<file path="src/rtl/truth_table_sweeper_pkg.sv">
// -----------------------------------------------------------------------------
// truth_table_sweeper_pkg
//   Shared definitions for the truth-table sweeper:
//     - sweep_state_e      : FSM state encoding (IDLE / RUN / DONE)
//     - SWEEP_N_IN_DEFAULT : default number of DUT inputs
//     - SWEEP_EXPECTED_DEFAULT : default expected minterm mask, x&(~y|~w|~z)
//     - sweep_cnt_width()  : width of the settle counter for a given SETTLE
// -----------------------------------------------------------------------------
package truth_table_sweeper_pkg;

  typedef enum logic [1:0] {
    IDLE = 2'd0,
    RUN  = 2'd1,
    DONE = 2'd2
  } sweep_state_e;

  localparam int SWEEP_N_IN_DEFAULT = 4;

  // Bit i is the DUT output for input vector i (x = MSB).
  localparam logic [15:0] SWEEP_EXPECTED_DEFAULT = 16'h7F00;

  // The counter must be able to hold the value SETTLE; a zero-width counter
  // is not legal, so SETTLE of 0 or 1 still gets one bit.
  function automatic int sweep_cnt_width(input int settle);
    return (settle < 2) ? 1 : $clog2(settle + 1);
  endfunction

endpackage

</file>
<file path="src/rtl/truth_table_sweeper_settle_counter.sv">
// -----------------------------------------------------------------------------
// truth_table_sweeper_settle_counter
//   Hold counter that keeps each vector on the DUT inputs for SETTLE idle
//   cycles before the response is sampled.
//
//   Parameters:
//     SETTLE : number of idle cycles before tick (0 = tick immediately)
//   Ports:
//     clk   in  clock, rising edge
//     rst_n in  asynchronous active-low reset
//     clr   in  return count to 0 (wins over en)
//     en    in  count up while below SETTLE
//     tick  out count == SETTLE
// -----------------------------------------------------------------------------
module truth_table_sweeper_settle_counter
  import truth_table_sweeper_pkg::*;
#(
  parameter int SETTLE = 1
) (
  input  logic clk,
  input  logic rst_n,
  input  logic clr,
  input  logic en,
  output logic tick
);

  localparam int CNT_W = sweep_cnt_width(SETTLE);
  localparam logic [CNT_W-1:0] CNT_MAX = CNT_W'(SETTLE);

  logic [CNT_W-1:0] cnt_q, cnt_d;

  assign tick = (cnt_q == CNT_MAX);

  // Saturates at SETTLE so the tick stays asserted until cleared.
  always_comb begin
    cnt_d = cnt_q;
    if (clr) begin
      cnt_d = '0;
    end else if (en && !tick) begin
      cnt_d = cnt_q + CNT_W'(1);
    end
  end

  always_ff @(posedge clk or negedge rst_n) begin
    if (!rst_n) begin
      cnt_q <= '0;
    end else begin
      cnt_q <= cnt_d;
    end
  end

endmodule

</file>
<file path="src/rtl/truth_table_sweeper.sv">
// -----------------------------------------------------------------------------
// truth_table_sweeper
//   Drives an N_IN-input combinational DUT through all 2^N_IN input vectors
//   in ascending order (x on the MSB), holds each vector SETTLE+1 cycles,
//   captures the DUT response into a truth table and compares it against the
//   EXPECTED minterm mask.
//
//   Optional build macro:
//     SWEEP_STOP_ON_ERR_EN : when defined, the first mismatching sample ends
//                            the sweep; unvisited table bits stay 0.
//
//   Parameters:
//     N_IN     : number of DUT inputs
//     SETTLE   : idle cycles between driving a vector and sampling it
//     EXPECTED : expected truth table, bit i = output for vector i
//   Ports:
//     clk           in   clock, rising edge
//     rst_n         in   asynchronous active-low reset
//     start         in   request a sweep (only looked at in IDLE)
//     resp_in       in   DUT output
//     vec_out       out  DUT input vector, bit N_IN-1 = x
//     busy          out  sweep in progress
//     done          out  one-cycle pulse at sweep end
//     table_out     out  captured truth table
//     mismatch      out  sticky: some sample differed from EXPECTED
//     err_count     out  number of mismatching vectors
//     first_err_idx out  vector index of the first mismatch, 0 if none
// -----------------------------------------------------------------------------
module truth_table_sweeper
  import truth_table_sweeper_pkg::*;
#(
  parameter int                      N_IN     = SWEEP_N_IN_DEFAULT,
  parameter int                      SETTLE   = 1,
  parameter logic [(2**N_IN)-1:0]    EXPECTED = SWEEP_EXPECTED_DEFAULT
) (
  input  logic                   clk,
  input  logic                   rst_n,
  input  logic                   start,
  input  logic                   resp_in,
  output logic [N_IN-1:0]        vec_out,
  output logic                   busy,
  output logic                   done,
  output logic [(2**N_IN)-1:0]   table_out,
  output logic                   mismatch,
  output logic [N_IN:0]          err_count,
  output logic [N_IN-1:0]        first_err_idx
);

  localparam int NVEC  = 2**N_IN;
  localparam int ERR_W = N_IN + 1;
  localparam logic [N_IN-1:0] LAST_VEC = {N_IN{1'b1}};

  sweep_state_e      state_q, state_d;
  logic [N_IN-1:0]   vec_q, vec_d;
  logic              busy_q, busy_d;
  logic              done_q, done_d;
  logic [NVEC-1:0]   table_q, table_d;
  logic              mism_q, mism_d;
  logic [ERR_W-1:0]  errc_q, errc_d;
  logic [N_IN-1:0]   ferr_q, ferr_d;

  logic              cnt_clr;
  logic              cnt_en;
  logic              tick;
  logic              bit_err;
  logic              end_sweep;

  truth_table_sweeper_settle_counter #(
    .SETTLE (SETTLE)
  ) u_settle (
    .clk   (clk),
    .rst_n (rst_n),
    .clr   (cnt_clr),
    .en    (cnt_en),
    .tick  (tick)
  );

  always_comb begin
    state_d   = state_q;
    vec_d     = vec_q;
    busy_d    = busy_q;
    done_d    = 1'b0;
    table_d   = table_q;
    mism_d    = mism_q;
    errc_d    = errc_q;
    ferr_d    = ferr_q;
    cnt_clr   = 1'b0;
    cnt_en    = 1'b0;
    bit_err   = 1'b0;
    end_sweep = 1'b0;

    unique case (state_q)
      IDLE: begin
        if (start) begin
          table_d = '0;
          mism_d  = 1'b0;
          errc_d  = '0;
          ferr_d  = '0;
          vec_d   = '0;
          busy_d  = 1'b1;
          cnt_clr = 1'b1;
          state_d = RUN;
        end
      end

      RUN: begin
        cnt_en = 1'b1;
        if (tick) begin
          // An X/Z response is stored as-is and does not count as an error.
          table_d[vec_q] = resp_in;
          bit_err        = (resp_in != EXPECTED[vec_q]);
          if (bit_err) begin
            errc_d = errc_q + ERR_W'(1);
            mism_d = 1'b1;
            if (!mism_q) begin
              ferr_d = vec_q;
            end
          end
`ifdef SWEEP_STOP_ON_ERR_EN
          end_sweep = (vec_q == LAST_VEC) || bit_err;
`else
          end_sweep = (vec_q == LAST_VEC);
`endif
          if (end_sweep) begin
            // vec_out keeps the last vector applied.
            busy_d  = 1'b0;
            state_d = DONE;
          end else begin
            vec_d   = vec_q + N_IN'(1);
            cnt_clr = 1'b1;
          end
        end
      end

      DONE: begin
        // done is registered, so the pulse appears as the FSM re-enters IDLE;
        // start is not looked at here.
        done_d  = 1'b1;
        state_d = IDLE;
      end

      default: begin
        state_d = IDLE;
      end
    endcase
  end

  always_ff @(posedge clk or negedge rst_n) begin
    if (!rst_n) begin
      state_q <= IDLE;
      vec_q   <= '0;
      busy_q  <= 1'b0;
      done_q  <= 1'b0;
      table_q <= '0;
      mism_q  <= 1'b0;
      errc_q  <= '0;
      ferr_q  <= '0;
    end else begin
      state_q <= state_d;
      vec_q   <= vec_d;
      busy_q  <= busy_d;
      done_q  <= done_d;
      table_q <= table_d;
      mism_q  <= mism_d;
      errc_q  <= errc_d;
      ferr_q  <= ferr_d;
    end
  end

  assign vec_out       = vec_q;
  assign busy          = busy_q;
  assign done          = done_q;
  assign table_out     = table_q;
  assign mismatch      = mism_q;
  assign err_count     = errc_q;
  assign first_err_idx = ferr_q;

endmodule

</file>
<file path="config.mk">
export PLATFORM = sky130hd
export DESIGN_NAME = truth_table_sweeper
export DESIGN_NICKNAME = d
export VERILOG_FILES = /design/src/rtl/truth_table_sweeper_pkg.sv /design/src/rtl/truth_table_sweeper_settle_counter.sv /design/src/rtl/truth_table_sweeper.sv
export SDC_FILE = /design/constraint.sdc
export NUM_CORES = 1
export LEC_CHECK = 0
export ABC_AREA = 1
export CAP_MARGIN = 20
export CORE_UTILIZATION = 35
export CTS_CLUSTER_DIAMETER = 100
export DETAILED_ROUTE_END_ITERATION = 7
export GPL_TIMING_DRIVEN = 0
export PLACE_DENSITY_LB_ADDON = 0.25
export REMOVE_ABC_BUFFERS = 1
export SYNTH_ARGS = -nofsm -noshare
export SYNTH_HDL_FRONTEND = slang
export SYNTH_HIERARCHICAL = 1
export SYNTH_SLANG_ARGS = --single-unit
export TNS_END_PERCENT = 20
</file>
<file path="constraint.sdc">
create_clock -name clk -period 1.7 [get_ports clk]
set_input_delay 0.34 -clock clk [delete_from_list [all_inputs] [get_ports clk]]
set_output_delay 0.34 -clock clk [all_outputs]
set_load 0.02 [all_outputs]
</file>
Yosys cells after proc, flatten, opt, wreduce, memory -nomap -nowiden
Memory sizes are Yosys's and may differ from the RTL's.
Index checks and enable logic that the tools add are counted.
Storage, ports and cells
  memory bits (read-only): 16
  word-level logic and storage cells: 76
  register bits after elaboration: 35
  memories kept: 1
  output and inout port bits: 32
  input bits: 4
Memories
  (no name shown): depth 16, bits a word 1, read ports 1, clocked after Yosys merged registers in 0, write ports 0, line truth_table_sweeper.sv:111  | bit_err = (resp_in != EXPECTED[vec_q]);
Cells by class
  equal/unequal tests: 10
  reductions and logical operators: 12
  order comparisons: 2
  add/subtract/negate cells: 3
  muxes and demuxes: 39
Operator list (count)
  two-way mux 16 bit: 2
  case mux 16 bit (2 select lines): 1
  two-way mux 4 bit: 6
  bitwise mux 16 bit: 1
  case mux 4 bit (2 select lines): 2
  two-way mux 1 bit: 15
  two-way mux 5 bit: 3
  AND reduction 4 bit: 3
  != test 2 bit, second input constant: 5
  case mux 5 bit (2 select lines): 1
  two-way mux 2 bit: 3
  case mux 1 bit (2 select lines): 3
  AND reduction 3 bit: 2
  adder 5 x 1 -> 5 bit, second input constant: 1
  < comparator 4 x 5 -> 1 bit, second input constant: 1
  AND reduction 5 bit: 1
  adder 4 x 1 -> 4 bit, second input constant: 1
  demux 1 bit (select 4 bit): 1
  equality test 4 bit, second input constant: 1
  greater-or-equal comparator 4 x 1 -> 1 bit, second input constant: 1
  case mux 2 bit (2 select lines): 1
  nonzero test 2 bit: 2
  equality test 2 x 1 -> 1 bit, second input constant: 1
  equality test 2 bit, second input constant: 1
  other kinds (6): 7

Depth between registers and ports, before layout
  word-level depth: 7
  gate-level depth with buffers: 10
  gate-level depth less buffers: 9

Hierarchy
The synthesis kept the hierarchy.
Modules (own cells, without submodules)
  truth_table_sweeper: instances 1, sequential area each 850.8 µm², area an instance 1779.2 µm², cells each 224
  truth_table_sweeper_settle_counter: instances 1, sequential area each 25.0 µm², area an instance 32.5 µm², cells each 3

Least setup slack after synthesis
OpenSTA, ideal clock, no wires.
  path type: register to register
  from: register vec_q[0] (netlist: vec_out[0])
  to: register errc_q[2] (netlist: err_count[2])
  data arrival time: 1.552 ns
  setup slack: 0.022 ns
  buffers on the path: 1
  library setup time: 0.126 ns
  clock period less this slack: 1.678 ns
  required time: 1.574 ns
  stages on the path, launching flop included: 10
  path through: dfrtp_1 ha_1 ha_1 inv_1 nand3_1 nand3_4 nand2_1 buf_2 nand2_1 o21ai_0
Between the ends
  cells in the longest elaborated chain, start to end: 5
RTL lines
  start: declaration: line truth_table_sweeper.sv:54  | logic [N_IN-1:0] vec_q, vec_d;
  start signal: assignment: line truth_table_sweeper.sv:160  | vec_q <= vec_d;
  memory (16 x 1 bit)
  two-way mux 1 bit (implied by the code): line truth_table_sweeper.sv:111
  != test 1 bit: line truth_table_sweeper.sv:111
  != test 2 bit (no source line)
  AND reduction 4 bit (no source line)
  end signal: assignment: line truth_table_sweeper.sv:165  | errc_q <= errc_d;
  end: declaration: line truth_table_sweeper.sv:59  | logic [ERR_W-1:0] errc_q, errc_d;
Every way passes these cells. The select of a mux whose other input is x is not followed.
A chain may end at the register's enable or synchronous reset.

Worst setup path after layout
  from: register errc_q[4] (netlist: err_count[4])
  to: output port err_count[4]
RTL lines
  end: declaration: line truth_table_sweeper.sv:45  | output logic [N_IN:0] err_count,
No word-level cell between the ends.

==> reports/results.ini <==
[detailed_routing]
wl_mm=4.06
vias_per_cell=4.77
wl_per_cell_um=12.3
dr_total_vias=1580
first_pass_iters=4
drc=0
ant_nets=0
drtIter0Drc=135

[floorplanning]
die-height_um=73.9
die_w_um=73.9
dieArea_sq_um=5470
fp-row-count=25
start_util_pct=37.4
core_area_sq_um=4850
io_pins=36

[sta]
fmax_ghz=0.606
timing.hold.ws_ps=118
fin_crit_sh_pct=97.1
setup-violations-final=0
clock_skew_ps=5.71
rsz0062_at_grt=true
tightest_slew_ps=780
drv_slew=0
relSlewSlack_pct=48.0
hold_violations=0
worst_slack_ps=49.9
period_minus_slack_ps=1650

[cts]
cts_buffer_depth=2
cts-root-buf=clkbuf_8
tritoncts=built
cts.clk_slew.worst_paths_ps=70
cts.sinks=35
cts_buffers=5
htree_levels=2
clkLatencyLatePin_ps=290

[yosys]
yosys.area_share.adder_pct=4.14
synth_top_area_share_pct=48.3
avgSynthCellArea_sq_um=7.98
synth_simple_gate_area_share_pct=33.1
synth_compound_area_share_pct=8.08
synthDistinctLibCells=21
synthesis.area_sq_um=1810
synth_top_family_by_area=simple AND/OR/NAND/NOR gates
synth_common_cells=nand2_1 (73), dfrtp_1 (35), nand3_1 (26)
async_flop_share_pct=100
synthCells=227
synthTopCellsByArea=dfrtp_1 (48%), nand2_1 (15%), nand3_1 (7.2%)
synth_top_cell_by_area=dfrtp_1
yosysMostFrequentCell=nand2_1
yosys_warnings=6
ys_ff_latch=35
synth_enable_flop_cells=0
synth-xor-area-share_pct=0.483
synth_flop_cell=dfrtp_1
ys_seq_area_share_pct=48.3
synth_mux_area_share_pct=0

[setup_path]
cp_max_fo=4
worst_ep_arrival_time_ps=1310
cp-startpoint=err_count[4]
critPathTopFamily=buffers and inverters
startpoint_type=flip-flop
cp.required_ps=1360
crit_type=reg -> out
max_stage_delay_ps=620
critPathCaptureType=output port
critPathSlowestCell=clkdlybuf4s50_1
cp_cell_sequence=clkdlybuf4s50_1
regToRegStartpoint=vec_out[0]
path_buf_inv=1

[placement]
dp_hpwl_mm=2.66
placed_area_sq_um=2200
routabilityCongestion=0.783
port_buffers=35
dp_slack_ps=-422

[power]
ir_drop_mv=0.932
leakagePower_nw=1.14
power.density_nw_per_um2=1630

[layout]
final_cell_area_sq_um=2310
drive_above_1_share_pct=7.58
antenna_cells=0
area_growth_pct=27.6
nets=273
fill_cells=471

[grt]
grt_first_pass_wirelength_mm=6.67
antenna_found_initial=0
grt_start_max_net_pins=36
overflow=0
track_usage_pct=16.5
grt_pass1_vias=1428

[min_path]
hp-class=in -> async

[job]
maxCapViolCount=0

[outcome]
status=completed

[state kept, by name, summed over array words and instances, names as in the netlist, 2 cells and up]
register and flops:
table_out 16, err_count 5, first_err_idx 4, vec_out 4, state_q 2
[worst paths after layout]
kind                                endpoint  slack, ps  depth (start not counted)
min in group clk                table_out[9]        470                          2
max in group asynchronous         vec_out[1]       1020                          1
worst max register to register  err_count[1]        110                          8
worst min-delay path            err_count[1]        120                          1
worst min register to register  table_out[9]        470                          2
worst max-delay path            err_count[4]         50                          1
[routing by layer]
layer | wire length (um) | GRT usage (%)
met1 | 1890 | 23.5
met2 | 1850 | 24.4
met3 | 263 | 3.12
met4 | 55 | 7.69
met5 | 0 | 0
[layout by cell type (no fill, tap or decap), types with 2 or more instances in the layout]
cell / synthesis / layout
nand4_1: 7 / 7
clkdlybuf4s50_1: 0 / 26
clkbuf_1: 0 / 2
nand3_2: 0 / 2
dfrtp_2: 0 / 2
dfrtp_1: 35 / 33
o21ai_0: 25 / 25
nor2_1: 24 / 24
dlymetal6s2s_1: 0 / 2
ha_1: 6 / 6
nand3_1: 26 / 24
a21oi_4: 1 / 2
dlygate4sd2_1: 0 / 6
nand2_1: 73 / 72
inv_1: 14 / 14
clkbuf_8: 0 / 5
[layout make-up]
class / count / area (sq um) / share of cell area (%)
multi-input cells: 170 / 863 / 37.3
repair buffers: 35 / 343 / 14.8
flip-flops and latches: 35 / 878 / 38.0
well taps: 67 / 83.8 / 3.63
inverters: 16 / 62.6 / 2.71
clock inverters: 1 / 5.00 / 0.216
clock buffers: 7 / 76.3 / 3.30
[kinds of logic after synthesis]
kind of cell	after synthesis
fa+ha+maj	6
simple gates	135
flops	35
xor+xnor	1
compound gates	27
buf+inv	23
[what timing repair did]
item	4_1_cts	5_1_grt
endpoints found under the setup margin	12	18
buffers inserted	0	0
gates cloned	1	0
hold buffers	0	0
pin swaps	1	0
gates resized for setup	7	8
[per-stage QoR]
| step | instances | TNS, ps | util, % | power (mW) |
|---|---|---|---|---|
| 6_report | 331 | 0 | 47.7 | 3.77 |
| 5_1_grt | 331 | -9.51 | 47.7 | 4.09 |
| 4_1_cts | 331 | 0 | 47.1 | 3.75 |
| 3_5_place_dp | 322 | -5690 | 45.3 | 3.12 |
| 3_3_place_gp | 322 | -22080 | 45.4 | 3.11 |
| 2_1_floorplan | 220 | 0 | - | 2.45 |
[power by group]
group | leakage [nW] | switching, mW | internal [mW] | total (mW)
logic | 0.632 | 1.29 | 0.627 | 1.92
clock network | 0.0422 | 0.297 | 0.287 | 0.585
registers | 0.470 | 0.224 | 1.04 | 1.26
total | 1.14 | 1.82 | 1.96 | 3.77
(Power assumes the default switching activity.)
